===== config.mk =====
export PLATFORM = sky130hd
export DESIGN_NAME = sub_pipe_nbit
export DESIGN_NICKNAME = d
export VERILOG_FILES = /design/src/rtl/sub_pipe_pkg.sv /design/src/rtl/sub_slice.sv /design/src/rtl/sub_pipe_nbit.sv
export SDC_FILE = /design/constraint.sdc
export NUM_CORES = 1
export LEC_CHECK = 0
export ABC_AREA = 1
export BUFFER_PORTS_ARGS = -buffer_cell sky130_fd_sc_hd__buf_2
export CAP_MARGIN = 20
export CORE_MARGIN = 4
export CORE_UTILIZATION = 25
export CTS_CLUSTER_DIAMETER = 150
export DETAILED_ROUTE_END_ITERATION = 10
export PLACE_DENSITY_LB_ADDON = 0.08
export SLEW_MARGIN = 20
export SYNTH_ARGS = -nofsm -noshare
export SYNTH_HDL_FRONTEND = slang
export SYNTH_SLANG_ARGS = --single-unit

===== constraint.sdc =====
create_clock -name clk -period 5.6 [get_ports clk]
set_clock_uncertainty 0.1 [all_clocks]
set_input_delay 0.56 -clock clk [delete_from_list [all_inputs] [get_ports clk]]
set_output_delay 0.56 -clock clk [all_outputs]
set_load 0.01 [all_outputs]

===== src/rtl/sub_pipe_pkg.sv =====
// rtl/sub_pipe_pkg.sv - mode encoding, stage record and saturation constants for sub_pipe_nbit
package sub_pipe_pkg;

  // Widest operand the stage record can carry; the top module checks WIDTH against it.
  localparam int SUB_MAX_W = 64;

  typedef enum logic {
    SUB_MODE_UNSIGNED = 1'b0,
    SUB_MODE_SIGNED   = 1'b1
  } sub_mode_e;

  // a_rem/b_rem hold the operand slices not yet consumed, LSB slice at bit 0.
  typedef struct packed {
    logic                 valid;
    logic [SUB_MAX_W-1:0] a_rem;
    logic [SUB_MAX_W-1:0] b_rem;
    logic [SUB_MAX_W-1:0] diff;
    logic                 borrow;
    logic                 overflow;
    sub_mode_e            mode;
  } sub_rec_t;

  function automatic logic [SUB_MAX_W-1:0] sat_max(input int width);
    logic [SUB_MAX_W-1:0] v;
    v = '0;
    for (int i = 0; i < width - 1; i++) v[i] = 1'b1;
    return v;
  endfunction

  function automatic logic [SUB_MAX_W-1:0] sat_min(input int width);
    logic [SUB_MAX_W-1:0] v;
    v = '0;
    v[width-1] = 1'b1;
    return v;
  endfunction

endpackage


===== src/rtl/sub_slice.sv =====
// rtl/sub_slice.sv - combinational W-bit slice computing a - b - bin with borrow out
module sub_slice
  import sub_pipe_pkg::*;
#(
  parameter int W = 4
) (
  input  logic [W-1:0] a,
  input  logic [W-1:0] b,
  input  logic         bin,
  output logic [W-1:0] diff,
  output logic         bout
);

  logic [W:0] full;

  // The extra top bit goes to 1 exactly when the slice needs to borrow.
  assign full = {1'b0, a} - {1'b0, b} - {{W{1'b0}}, bin};
  assign diff = full[W-1:0];
  assign bout = full[W];

endmodule


===== src/rtl/sub_pipe_nbit.sv =====
// rtl/sub_pipe_nbit.sv - STAGES-deep sliced subtractor with valid/ready flow control and overflow counter
// Define SUB_PIPE_SAT_EN to saturate overflowing results instead of wrapping.
module sub_pipe_nbit
  import sub_pipe_pkg::*;
#(
  parameter int WIDTH  = 16,
  parameter int STAGES = 4,
  parameter int CNT_W  = 8
) (
  input  logic             clk,
  input  logic             rst,
  input  logic             in_valid,
  output logic             in_ready,
  input  logic [WIDTH-1:0] in_a,
  input  logic [WIDTH-1:0] in_b,
  input  logic             in_signed,
  output logic             out_valid,
  input  logic             out_ready,
  output logic [WIDTH-1:0] out_diff,
  output logic             out_borrow,
  output logic             out_overflow,
  output logic [CNT_W-1:0] ovf_cnt
);

  localparam int SW = WIDTH / STAGES;

  if (WIDTH < 4 || WIDTH > SUB_MAX_W || STAGES < 1 || (WIDTH % STAGES) != 0) begin : g_bad_cfg
    $error("sub_pipe_nbit: WIDTH must be 4..64 and a multiple of STAGES");
  end

  sub_rec_t st  [STAGES];
  sub_rec_t nxt [STAGES];
  sub_rec_t in_rec;
  logic     en;
  logic     unused_tail;

  assign out_valid    = st[STAGES-1].valid;
  assign out_diff     = st[STAGES-1].diff[WIDTH-1:0];
  assign out_borrow   = st[STAGES-1].borrow;
  assign out_overflow = st[STAGES-1].overflow;
  assign en           = !out_valid || out_ready;
  assign in_ready     = en;

  // Exhausted operand remainders and diff bits above WIDTH leave the last stage unread.
  assign unused_tail = ^{st[STAGES-1].a_rem, st[STAGES-1].b_rem, st[STAGES-1].diff, st[STAGES-1].mode};

  always_comb begin
    in_rec       = '0;
    in_rec.valid = in_valid;
    in_rec.a_rem = SUB_MAX_W'(in_a);
    in_rec.b_rem = SUB_MAX_W'(in_b);
    in_rec.mode  = in_signed ? SUB_MODE_SIGNED : SUB_MODE_UNSIGNED;
  end

  for (genvar k = 0; k < STAGES; k++) begin : g_stage
    sub_rec_t      src;
    sub_rec_t      rec;
    logic [SW-1:0] d;
    logic          bout;

    if (k == 0) begin : g_first
      assign src = in_rec;
    end else begin : g_next
      assign src = st[k-1];
    end

    sub_slice #(.W(SW)) u_slice (
      .a    (src.a_rem[SW-1:0]),
      .b    (src.b_rem[SW-1:0]),
      .bin  (src.borrow),
      .diff (d),
      .bout (bout)
    );

    always_comb begin
      rec                  = src;
      rec.a_rem            = src.a_rem >> SW;
      rec.b_rem            = src.b_rem >> SW;
      rec.diff[k*SW +: SW] = d;
      rec.borrow           = bout;
      rec.overflow         = 1'b0;
      // The last stage sees the operand MSBs in its slice, so overflow is resolved here.
      if (k == STAGES - 1) begin
        if (src.mode == SUB_MODE_SIGNED) begin
          rec.overflow = (src.a_rem[SW-1] ^ src.b_rem[SW-1]) & (d[SW-1] ^ src.a_rem[SW-1]);
        end else begin
          rec.overflow = bout;
        end
`ifdef SUB_PIPE_SAT_EN
        if (rec.overflow) begin
          if (src.mode == SUB_MODE_SIGNED) begin
            rec.diff = src.a_rem[SW-1] ? sat_min(WIDTH) : sat_max(WIDTH);
          end else begin
            rec.diff = '0;
          end
        end
`endif
      end
    end

    assign nxt[k] = rec;
  end

  always_ff @(posedge clk) begin
    if (rst) begin
      for (int i = 0; i < STAGES; i++) st[i] <= '0;
    end else if (en) begin
      for (int i = 0; i < STAGES; i++) st[i] <= nxt[i];
    end
  end

  always_ff @(posedge clk) begin
    if (rst) begin
      ovf_cnt <= '0;
    end else if (out_valid && out_ready && out_overflow && (ovf_cnt != {CNT_W{1'b1}})) begin
      ovf_cnt <= ovf_cnt + CNT_W'(1);
    end
  end

endmodule


==> impl_metrics.py <==
metrics = {
    "status": {
        "status": "finished clean",
    },
    "pwr": {
        "irDropWorstVdd_mv": 0.1088,
        "p_leak_nw": 2.714,
        "powerDensity_nw_per_um2": 301.0,
        "finalPower_w": 0.001784,
    },
    "layout": {
        "antennaDiodeCount": 0,
        "fillers": 2108,
        "nets": 609,
        "layout_commonest_cell": "inv_1",
        "mostFrequentLayoutCells": "inv_1 (134), nor2_1 (100), edfxtp_1 (100)",
        "drive_above_1_share_pct": 16.94,
        "area_growth_pct": 17.87,
    },
    "grt": {
        "track_usage_pct": 8.356,
        "grt_pass1_wl_um": 14680,
        "grt_pass1_vias": 2951,
        "grt_max_degree": 63,
        "grt-ovfl-total": 0,
        "antenna_found_initial": 0,
    },
    "cts": {
        "clk_latency_ns": 0.35,
        "cts_buffer_depth": 2,
        "path_clk_slew_ns": 0.07,
        "cts_resized": 0,
        "numCtsBuffers": 9,
        "postCtsHoldBufs": 0,
        "tritoncts": "yes",
        "h-tree-depth": 3,
        "cts.sink_count": 108,
        "cts_root_buf": "clkbuf_16",
        "post-cts-setup-buffers": 0,
    },
    "routing": {
        "antenna_left": 0,
        "first_pass_iters": 4,
        "drc": 0,
        "via_per_inst": 3.630,
        "finalWirelength_um": 8734,
        "drt_iter0_drc": 187,
        "avgRoutedWirePerCell_um": 10.73,
        "vias": 2955,
    },
    "logic_synthesis": {
        "syn_area_um2": 5029,
        "ys_warn_count": 0,
        "ys_seq_area_share_pct": 62.90,
        "syn_nets": 542,
        "ys_seq_elements": 108,
        "synthCells": 477,
        "ys_types": 29,
        "avgSynthCellArea_um2": 10.54,
    },
    "critical_path": {
        "worst-path-buf-inv": 2,
        "critPathTopFamily": "buffers and inverters",
        "start_kind": "register",
        "critPathMaxFanout": 55,
        "setup.worst_path.class": "register to register",
        "crit_path_max_incr_delay_ns": 0.51,
        "endpoint_kind": "register",
        "cp_slowest_cell": "buf_4",
        "crit_required_ns": 5.60,
        "path_cells": "nand2_1 -> nand2_4 -> buf_4 -> inv_1 -> o21ai_0 -> a21oi_1",
        "cp.arrival_ns": 2.32,
    },
    "sta": {
        "rsz0062_at_grt": "false",
        "hold_viol": 0,
        "min_period_ns": 2.317,
        "fin_setup_tns_ns": 0,
        "maxSlewHeadroom_pct": 40.89,
        "hold_ws_ns": 0.3323,
        "maxSlewViolCount": 0,
        "period_share_pct": 41.37,
        "fmax_mhz": 431.6,
        "fin_ws_ns": 3.283,
        "setup_viol_count_final": 0,
        "tightest_slew_ns": 0.8866,
    },
    "place": {
        "hpwl_um": 5866,
        "dp_slack_ns": 2.908,
        "gp_congestion": 0.7611,
        "portBuffers": 64,
    },
    "floorplan": {
        "io_pins": 65,
        "num_rows": 51,
        "die_h_um": 149.8,
        "die_w_um": 149.8,
        "coreArea_um2": 19650,
        "die_area_um2": 22450,
        "initial_core_util_pct": 25.59,
    },
    "worst_hold_path": {
        "hp-class": "primary input to register",
    },
    "run": {
        "maxCapViolCount": 0,
    },
}
-- worst reg2reg max path, cell delays in order, from the launching register on --
cell and delay, ns:
edfxtp_1 0.47, nand2_1 0.14, nand2_4 0.49, buf_4 0.52, inv_1 0.17, o21ai_0 0.10, a21oi_1 0.06
-- synthesized netlist by cell type --
cell type / count / area, um^2
inv_4: 1 / 6.260
buf_4: 7 / 52.55
nor2_1: 100 / 375.4
xnor2_1: 3 / 26.28
fa_1: 7 / 140.1
or2_2: 1 / 6.260
buf_2: 3 / 15.01
a21o_4: 1 / 15.01
dfxtp_1: 8 / 160.2
o21ai_0: 6 / 30.03
nand3_1: 11 / 55.05
o21a_1: 1 / 7.510
nor3_1: 2 / 10.01
a21oi_2: 1 / 8.760
xor2_1: 2 / 17.52
a21o_1: 2 / 15.01
nand2_2: 2 / 12.51
a211oi_1: 1 / 7.510
nor3b_1: 1 / 7.510
inv_2: 1 / 3.750
nor2_4: 2 / 22.52
nand2_1: 39 / 146.4
nand3b_1: 3 / 22.52
ha_1: 21 / 262.8
o21ai_1: 2 / 10.01
edfxtp_1: 100 / 3003
inv_1: 134 / 503.0
a21oi_4: 1 / 16.27
a21oi_1: 14 / 70.07
-- state kept, by name (all words and copies together) (netlist names) --
name     cells
st         100
ovf_cnt      8
-- final timing paths --
path / startpoint / to / slack [ns] / cells past startpoint
max: st[0][751]$_SDFFCE_PN0P_ / st[0][6]$_SDFFCE_PN0P_ / 3.28 / 6
min: rst / ovf_cnt[4]$_SDFFE_PP0P_ / 0.33 / 2
max reg2reg: st[0][751]$_SDFFCE_PN0P_ / st[0][6]$_SDFFCE_PN0P_ / 3.28 / 6
min reg2reg: ovf_cnt[7]$_SDFFE_PP0P_ / ovf_cnt[7]$_SDFFE_PP0P_ / 0.44 / 2
-- per-layer routing --
metal | GRT usage (%) | up-vias | wire length (um)
met1 | 12.05 | 1285 | 4516
met5 | 0 | - | 0
li1 | - | 1603 | -
met2 | 11.40 | 59 | 3628
met3 | 2.635 | 8 | 464
met4 | 3.705 | 0 | 125
-- stage by stage --
stage	cell area [um^2]	instances	util [%]
2_1_floorplan	5029	477	-
3_3_place_gp	5645	798	28.72
3_5_place_dp	5645	798	28.72
4_1_cts	5927	814	30.16
5_1_grt	5927	814	30.16
6_report	5927	814	30.16
-- where the power goes --
group,leakage [nW],switching [W],internal [W]
logic,1.33,0.000117,0.0000824
clock network,0.137,0.000307,0.000309
registers,1.25,0.0000190,0.000950
-- cell families (layout without fill, tap and decap cells) --
kind of cell             after synthesis  after routing  synth area share, %
AO/OA/AOI/OAI                         29             29                3.583
buffers and inverters                146            218                11.55
XOR/XNOR                               5              5               0.8710
AND/OR/NAND/NOR                      161            161                13.09
adder cells (fa/ha/maj)               28             28                8.012
flip-flops                           108            108                62.90
-- layout make-up --
class / count / area, um^2 / area share, %
clock inverter: 7 / 56.30 / 0.9500
clock buffer: 9 / 225.2 / 3.800
timing repair buffer: 66 / 335.3 / 5.658
inverter: 136 / 513.0 / 8.655
sequential: 108 / 3163 / 53.37
tap: 265 / 331.6 / 5.594
multi-input combinational: 223 / 1303 / 21.98
No activity file was read; power rests on OpenSTA's default activity.
